### src/rtl/slice_unloader_if.sv
// Handshake bundle for slice_unloader: slice input (valid/ready/data) and
// serial bit output (valid/ready/bit). The master drives slices in and
// accepts bits out. The slave is the unloader itself.
interface slice_unloader_if #(
   parameter int WORD_LENGTH = 25
);
   logic                   in_valid;
   logic                   in_ready;
   logic [WORD_LENGTH-1:0] in_data;
   logic                   out_bit;
   logic                   out_valid;
   logic                   out_ready;

   modport master (
      output in_valid, in_data, out_ready,
      input  in_ready, out_bit, out_valid
   );

   modport slave (
      input  in_valid, in_data, out_ready,
      output in_ready, out_bit, out_valid
   );
endinterface

### src/rtl/slice_unloader.sv
// slice_unloader: reader side of the 25-bit slice load path. Accepts one
// slice per page and drains it LSB first as a serial bit stream, walking
// NUM_PAGE pages per frame. Optional macro SLICE_PARITY_EN appends one even
// parity bit after each slice (26 bits per page instead of 25).
//
// state   | meaning
// --------+-----------------------------------------------------------
// S_IDLE  | waiting for start; busy low
// S_LOAD  | in_ready high, waiting for a slice on the input handshake
// S_SHIFT | out_valid high, sending bits LSB first (plus parity bit)
// S_DONE  | done pulse for one cycle, then back to S_IDLE
module slice_unloader #(
   parameter int WORD_LENGTH = 25,
   parameter int NUM_PAGE    = 64,
   parameter int PAGE_BITS   = 6,
   parameter int BIT_BITS    = 5
) (
   input  logic                 clk,
   input  logic                 rst,
   input  logic                 start,
   slice_unloader_if.slave      bus,
   output logic [PAGE_BITS-1:0] page_idx,
   output logic                 busy,
   output logic                 done
);

`ifdef SLICE_PARITY_EN
   // Bit index WORD_LENGTH is the parity bit that follows the slice.
   localparam logic [BIT_BITS-1:0] LAST_BIT = BIT_BITS'(WORD_LENGTH);
`else
   localparam logic [BIT_BITS-1:0] LAST_BIT = BIT_BITS'(WORD_LENGTH - 1);
`endif
   localparam logic [PAGE_BITS-1:0] LAST_PAGE = PAGE_BITS'(NUM_PAGE - 1);

   typedef enum logic [1:0] {S_IDLE, S_LOAD, S_SHIFT, S_DONE} state_t;

   state_t                 state;
   logic [WORD_LENGTH-1:0] shift_reg;
   logic [BIT_BITS-1:0]    bit_cnt;
   logic                   in_ready_q;
   logic                   out_valid_q;
   logic                   fill_bit;

   // out_bit is taken straight from the shift register LSB, so it is a flop
   // output and stays put while the downstream stalls.
   assign bus.in_ready  = in_ready_q;
   assign bus.out_valid = out_valid_q;
   assign bus.out_bit   = shift_reg[0];

`ifdef SLICE_PARITY_EN
   logic parity;

   // Capture even parity of the slice at load. It fills in from the top
   // while shifting, so after the 25th shift it sits in shift_reg[0].
   always_ff @(posedge clk or negedge rst) begin
      if (!rst)
         parity <= 1'b0;
      else if (state == S_LOAD && bus.in_valid && in_ready_q)
         parity <= ^bus.in_data;
   end

   assign fill_bit = parity;
`else
   assign fill_bit = 1'b0;
`endif

   // Main sequencer: frame/page/bit walk with registered handshake outputs.
   always_ff @(posedge clk or negedge rst) begin
      if (!rst) begin
         state       <= S_IDLE;
         shift_reg   <= '0;
         bit_cnt     <= '0;
         page_idx    <= '0;
         in_ready_q  <= 1'b0;
         out_valid_q <= 1'b0;
         busy        <= 1'b0;
         done        <= 1'b0;
      end else begin
         done <= 1'b0;
         case (state)
            S_IDLE: begin
               if (start) begin
                  state      <= S_LOAD;
                  busy       <= 1'b1;
                  in_ready_q <= 1'b1;
                  page_idx   <= '0;
               end
            end
            S_LOAD: begin
               if (bus.in_valid && in_ready_q) begin
                  shift_reg   <= bus.in_data;
                  bit_cnt     <= '0;
                  in_ready_q  <= 1'b0;
                  out_valid_q <= 1'b1;
                  state       <= S_SHIFT;
               end
            end
            S_SHIFT: begin
               if (bus.out_ready) begin
                  if (bit_cnt == LAST_BIT) begin
                     // Clear leftovers so out_bit idles low between slices.
                     shift_reg   <= '0;
                     bit_cnt     <= '0;
                     out_valid_q <= 1'b0;
                     if (page_idx == LAST_PAGE) begin
                        state    <= S_DONE;
                        done     <= 1'b1;
                        busy     <= 1'b0;
                        page_idx <= '0;
                     end else begin
                        page_idx   <= page_idx + PAGE_BITS'(1);
                        in_ready_q <= 1'b1;
                        state      <= S_LOAD;
                     end
                  end else begin
                     shift_reg <= {fill_bit, shift_reg[WORD_LENGTH-1:1]};
                     bit_cnt   <= bit_cnt + BIT_BITS'(1);
                  end
               end
            end
            S_DONE: begin
               state <= S_IDLE;
            end
            default: begin
               state <= S_IDLE;
            end
         endcase
      end
   end

endmodule

### src/flat_wrapper.sv
// flat-port wrapper written by rule: the top's interface ports become plain ports
module slice_unloader_flat 
#(
   parameter int WORD_LENGTH = 25,
   parameter int NUM_PAGE    = 64,
   parameter int PAGE_BITS   = 6,
   parameter int BIT_BITS    = 5
)
  (clk, rst, start, page_idx, busy, done, bus_in_valid, bus_in_data, bus_out_ready, bus_in_ready, bus_out_bit, bus_out_valid);
  slice_unloader_if #(.WORD_LENGTH(WORD_LENGTH)) bus_i ();
  input  logic clk;
  input  logic rst;
  input  logic start;
  output logic [PAGE_BITS-1:0] page_idx;
  output logic busy;
  output logic done;
  input wire logic [$bits(bus_i.in_valid)-1:0] bus_in_valid;
  input wire logic [$bits(bus_i.in_data)-1:0] bus_in_data;
  input wire logic [$bits(bus_i.out_ready)-1:0] bus_out_ready;
  output wire logic [$bits(bus_i.in_ready)-1:0] bus_in_ready;
  output wire logic [$bits(bus_i.out_bit)-1:0] bus_out_bit;
  output wire logic [$bits(bus_i.out_valid)-1:0] bus_out_valid;
  assign bus_i.in_valid = bus_in_valid;
  assign bus_i.in_data = bus_in_data;
  assign bus_i.out_ready = bus_out_ready;
  assign bus_in_ready = bus_i.in_ready;
  assign bus_out_bit = bus_i.out_bit;
  assign bus_out_valid = bus_i.out_valid;
  slice_unloader #(.WORD_LENGTH(WORD_LENGTH), .NUM_PAGE(NUM_PAGE), .PAGE_BITS(PAGE_BITS), .BIT_BITS(BIT_BITS)) u_core (.clk(clk), .rst(rst), .start(start), .bus(bus_i), .page_idx(page_idx), .busy(busy), .done(done));
endmodule
### config.mk
export PLATFORM = sky130hd
export DESIGN_NAME = slice_unloader_flat
export DESIGN_NICKNAME = d
export VERILOG_FILES = /design/src/rtl/slice_unloader_if.sv /design/src/rtl/slice_unloader.sv /design/src/flat_wrapper.sv
export SDC_FILE = /design/constraint.sdc
export NUM_CORES = 1
export LEC_CHECK = 0
export ABC_AREA = 1
export CORE_AREA = 2 2 73 75
export DETAILED_ROUTE_END_ITERATION = 16
export DIE_AREA = 0 0 75 77
export PLACE_DENSITY = 0.69
export SETUP_SLACK_MARGIN = 0.15
export SLEW_MARGIN = 25
export SYNTH_ARGS = -nofsm -noshare
export SYNTH_HDL_FRONTEND = slang
export SYNTH_SLANG_ARGS = --single-unit
### constraint.sdc
create_clock -name clk -period 1.7 [get_ports clk]
set_input_delay 0.17 -clock clk [delete_from_list [all_inputs] [get_ports clk]]
set_output_delay 0.17 -clock clk [all_outputs]
set_load 0.02 [all_outputs]
==> flow_summary.json <==
{
  "top_usage_layer": "met2",
  "num_io_pins": 41,
  "p_total_mw": 4.49,
  "hold_class": "input pin to flop",
  "via_per_inst": 4.79,
  "finalSetupViolations": 0,
  "dieHeight_um": 77,
  "relSlewSlack": 0.649,
  "final_max_slew_viol_count": 0,
  "cts_buffer_depth": 2,
  "final_layout_size_suffix_gt1_frac": 0.137,
  "grt_pass1_vias": 1688,
  "num_vias": 1907,
  "period_share": 0.873,
  "portBuffers": 40,
  "crit_buf_inv": 4,
  "cp.arrival_ps": 1680,
  "synth_warnings": 0,
  "cellInternalPower_mw": 2.71,
  "ant_nets": 0,
  "clock_latency_ps": 300,
  "post-place-ws_ps": 43.0,
  "netlist_area_sq_mm": 0.00216,
  "seqPwrFrac": 0.356,
  "cp-end-kind": "flop",
  "start_kind": "flop",
  "syn_inst": 272,
  "grtUsageTotal": 0.167,
  "yosysSeqAreaShare": 0.486,
  "p_sw_frac": 0.396,
  "core-area_sq_mm": 0.00498,
  "hpwlAfterDp_mm": 2.98,
  "synth_top_area_share": 0.486,
  "cts_buffers": 5,
  "final_cell_mix": "nand2_1 (115), nand3_1 (48), dfrtp_1 (41), clkdlybuf4s50_1 (34), inv_1 (13)",
  "worstPathCellList": "inv_1 > ha_4 > nand2_1 > inv_1 > nand2_2 > nand2_4 > inv_6 > clkbuf_16 > nand2_1 > nand2_1 > nand2_1 > nand2_1",
  "fmax_ghz": 0.674,
  "max_cap_viol_count": 0,
  "ir_drop_v": 0.000795,
  "antenna_found_initial": 0,
  "rsz0062_at_grt": "no",
  "clk_pin_slew_ps": 80,
  "cp.required_ps": 1890,
  "crit_top_cell": "nand2_1",
  "clock-sinks": 42,
  "use_met2": 0.246,
  "p_switching_mw": 1.78,
  "syn_nets": 305,
  "yosysUniqueCellTypes": 25,
  "p_comb_frac": 0.466,
  "n_antenna_cell": 0,
  "layout_commonest_cell": "nand2_1",
  "status": "finished, final reports clean",
  "dp.cells": 379,
  "dieArea_sq_mm": 0.00578,
  "wirelength_mm": 4.79,
  "cts-htree-levels": 2,
  "cts_tree": "done",
  "layoutNonFillerInstCount": 398,
  "cp_top_family": "simple AND/OR/NAND/NOR gates",
  "leakage_nw": 1.52,
  "die_w_um": 75,
  "path_class": "flop to flop",
  "worstMarginPinSlew_ps": 526,
  "largest_reg_flops": 25,
  "grt_max_degree": 43,
  "hold_viol": 0,
  "root_buffer": "clkbuf_8",
  "avgSynthCellArea_sq_um": 7.96,
  "std_cell_rows": 26,
  "drtIter0Drc": 114,
  "finClkSkew_ps": 9.10,
  "placed_area_sq_mm": 0.00262,
  "drc": 0,
  "fin_ws_ps": 216,
  "critPathMaxStageDelay_ps": 400,
  "area_growth_pct": 35.4,
  "cp_slowest_cell": "dfrtp_1",
  "wl_per_cell_um": 12.0,
  "whs_ps": 435,
  "start_util": 0.435,
  "clkPwrFrac": 0.178,
  "powerDensity_mw_per_mm2": 1530,
  "drtPass1Iterations": 4,
  "crit_fanout": 7,
  "fin_util": 0.589,
  "gr-usage-met1": 0.238,
  "fin_crit_ps": 1480,
  "synth_area_leaders": "dfrtp_1 (49%), nand2_1 (20%), nand3_1 (11%)",
  "design_area_sq_mm": 0.00293,
  "use_met3": 0.0407,
  "tns_ps": 0,
  "synth_top_area_cell": "dfrtp_1",
  "ys_seq_elements": 42,
  "grt_pass1_wl_mm": 7.50,
  "overflow": 0,
  "globalplace.congestion": 0.742,
  "fin_nets": 361
}
-- final timing paths --
path / start / to / slack [ps] / cells past startpoint
setup / recovery: u_core.bit_cnt[1] / u_core.shift_reg[9] / 220 / 12
hold / removal: bus_in_data[24] / u_core.shift_reg[24] / 430 / 3
setup reg to reg: u_core.bit_cnt[1] / u_core.shift_reg[9] / 220 / 12
hold reg to reg: u_core.shift_reg[24] / u_core.shift_reg[24] / 480 / 2
max in group asynchronous: rst / u_core.state[1] / 850 / 3
min in group asynchronous: rst / u_core.page_idx[0] / 470 / 3
-- cell type report --
class / instances / area [sq um]
sequential: 42 / 1050
clock buffer: 6 / 82.6
clock inverter: 1 / 30.0
inverter: 19 / 81.3
timing repair buffer: 57 / 594
tap: 70 / 87.6
fill: 445 / 2050
multi-input combinational: 203 / 1000
-- power groups by stage --
stage          clock [mW]  combinational, mW  sequential [mW]
2_1_floorplan           0               1.29             1.63
3_3_place_gp            0               1.71             1.59
3_5_place_dp            0               1.73             1.60
4_1_cts             0.816               1.74             1.58
5_1_grt             0.852               2.33             1.64
6_report            0.798               2.09             1.60
-- worst register-to-register path, delay by kind of cell (launching register included) --
| kind | cells | cell delay [ps] |
|---|---|---|
| buf+inv | 4 | 410 |
| fa+ha+maj | 1 | 140 |
| flops | 1 | 400 |
| simple gates | 7 | 440 |
-- metal layers --
layer,share of wire,wire (um)
met4,0.019,91
met1,0.47,2260
met5,0,0
met3,0.033,158
met2,0.48,2280
-- Yosys cell counts --
cell type / n
nor3_1: 1
nor2_4: 2
inv_2: 4
inv_6: 1
dfrtp_1: 42
xnor2_1: 1
buf_6: 6
inv_1: 14
nand3b_1: 2
buf_8: 1
nor2_2: 1
a21oi_1: 2
xor2_1: 1
nand2_8: 1
nand3_2: 1
nor2_1: 10
o21ai_0: 4
o21bai_1: 1
o21ai_1: 1
ha_1: 3
nand2_4: 2
nand2_1: 117
nand3_1: 49
buf_4: 2
nand4_1: 3
-- timing repair --
action,in CTS,in global routing
gates resized for setup,2,18
gates cloned,0,3
buffers inserted,0,8
pin swaps,0,3
endpoints found under the setup margin,8,46
hold buffers,1,0
endpoints found under the hold margin,42,0
-- cell families (layout without fill, tap and decap cells) --
family | after synthesis | after routing | synth area share
fa+ha+maj | 3 | 3 | 0.0173
flops | 42 | 42 | 0.486
buf+inv | 28 | 83 | 0.0803
compound gates | 8 | 8 | 0.0197
xor+xnor | 2 | 2 | 0.00809
simple gates | 189 | 190 | 0.389
No activity file was read; power rests on OpenSTA's default activity.
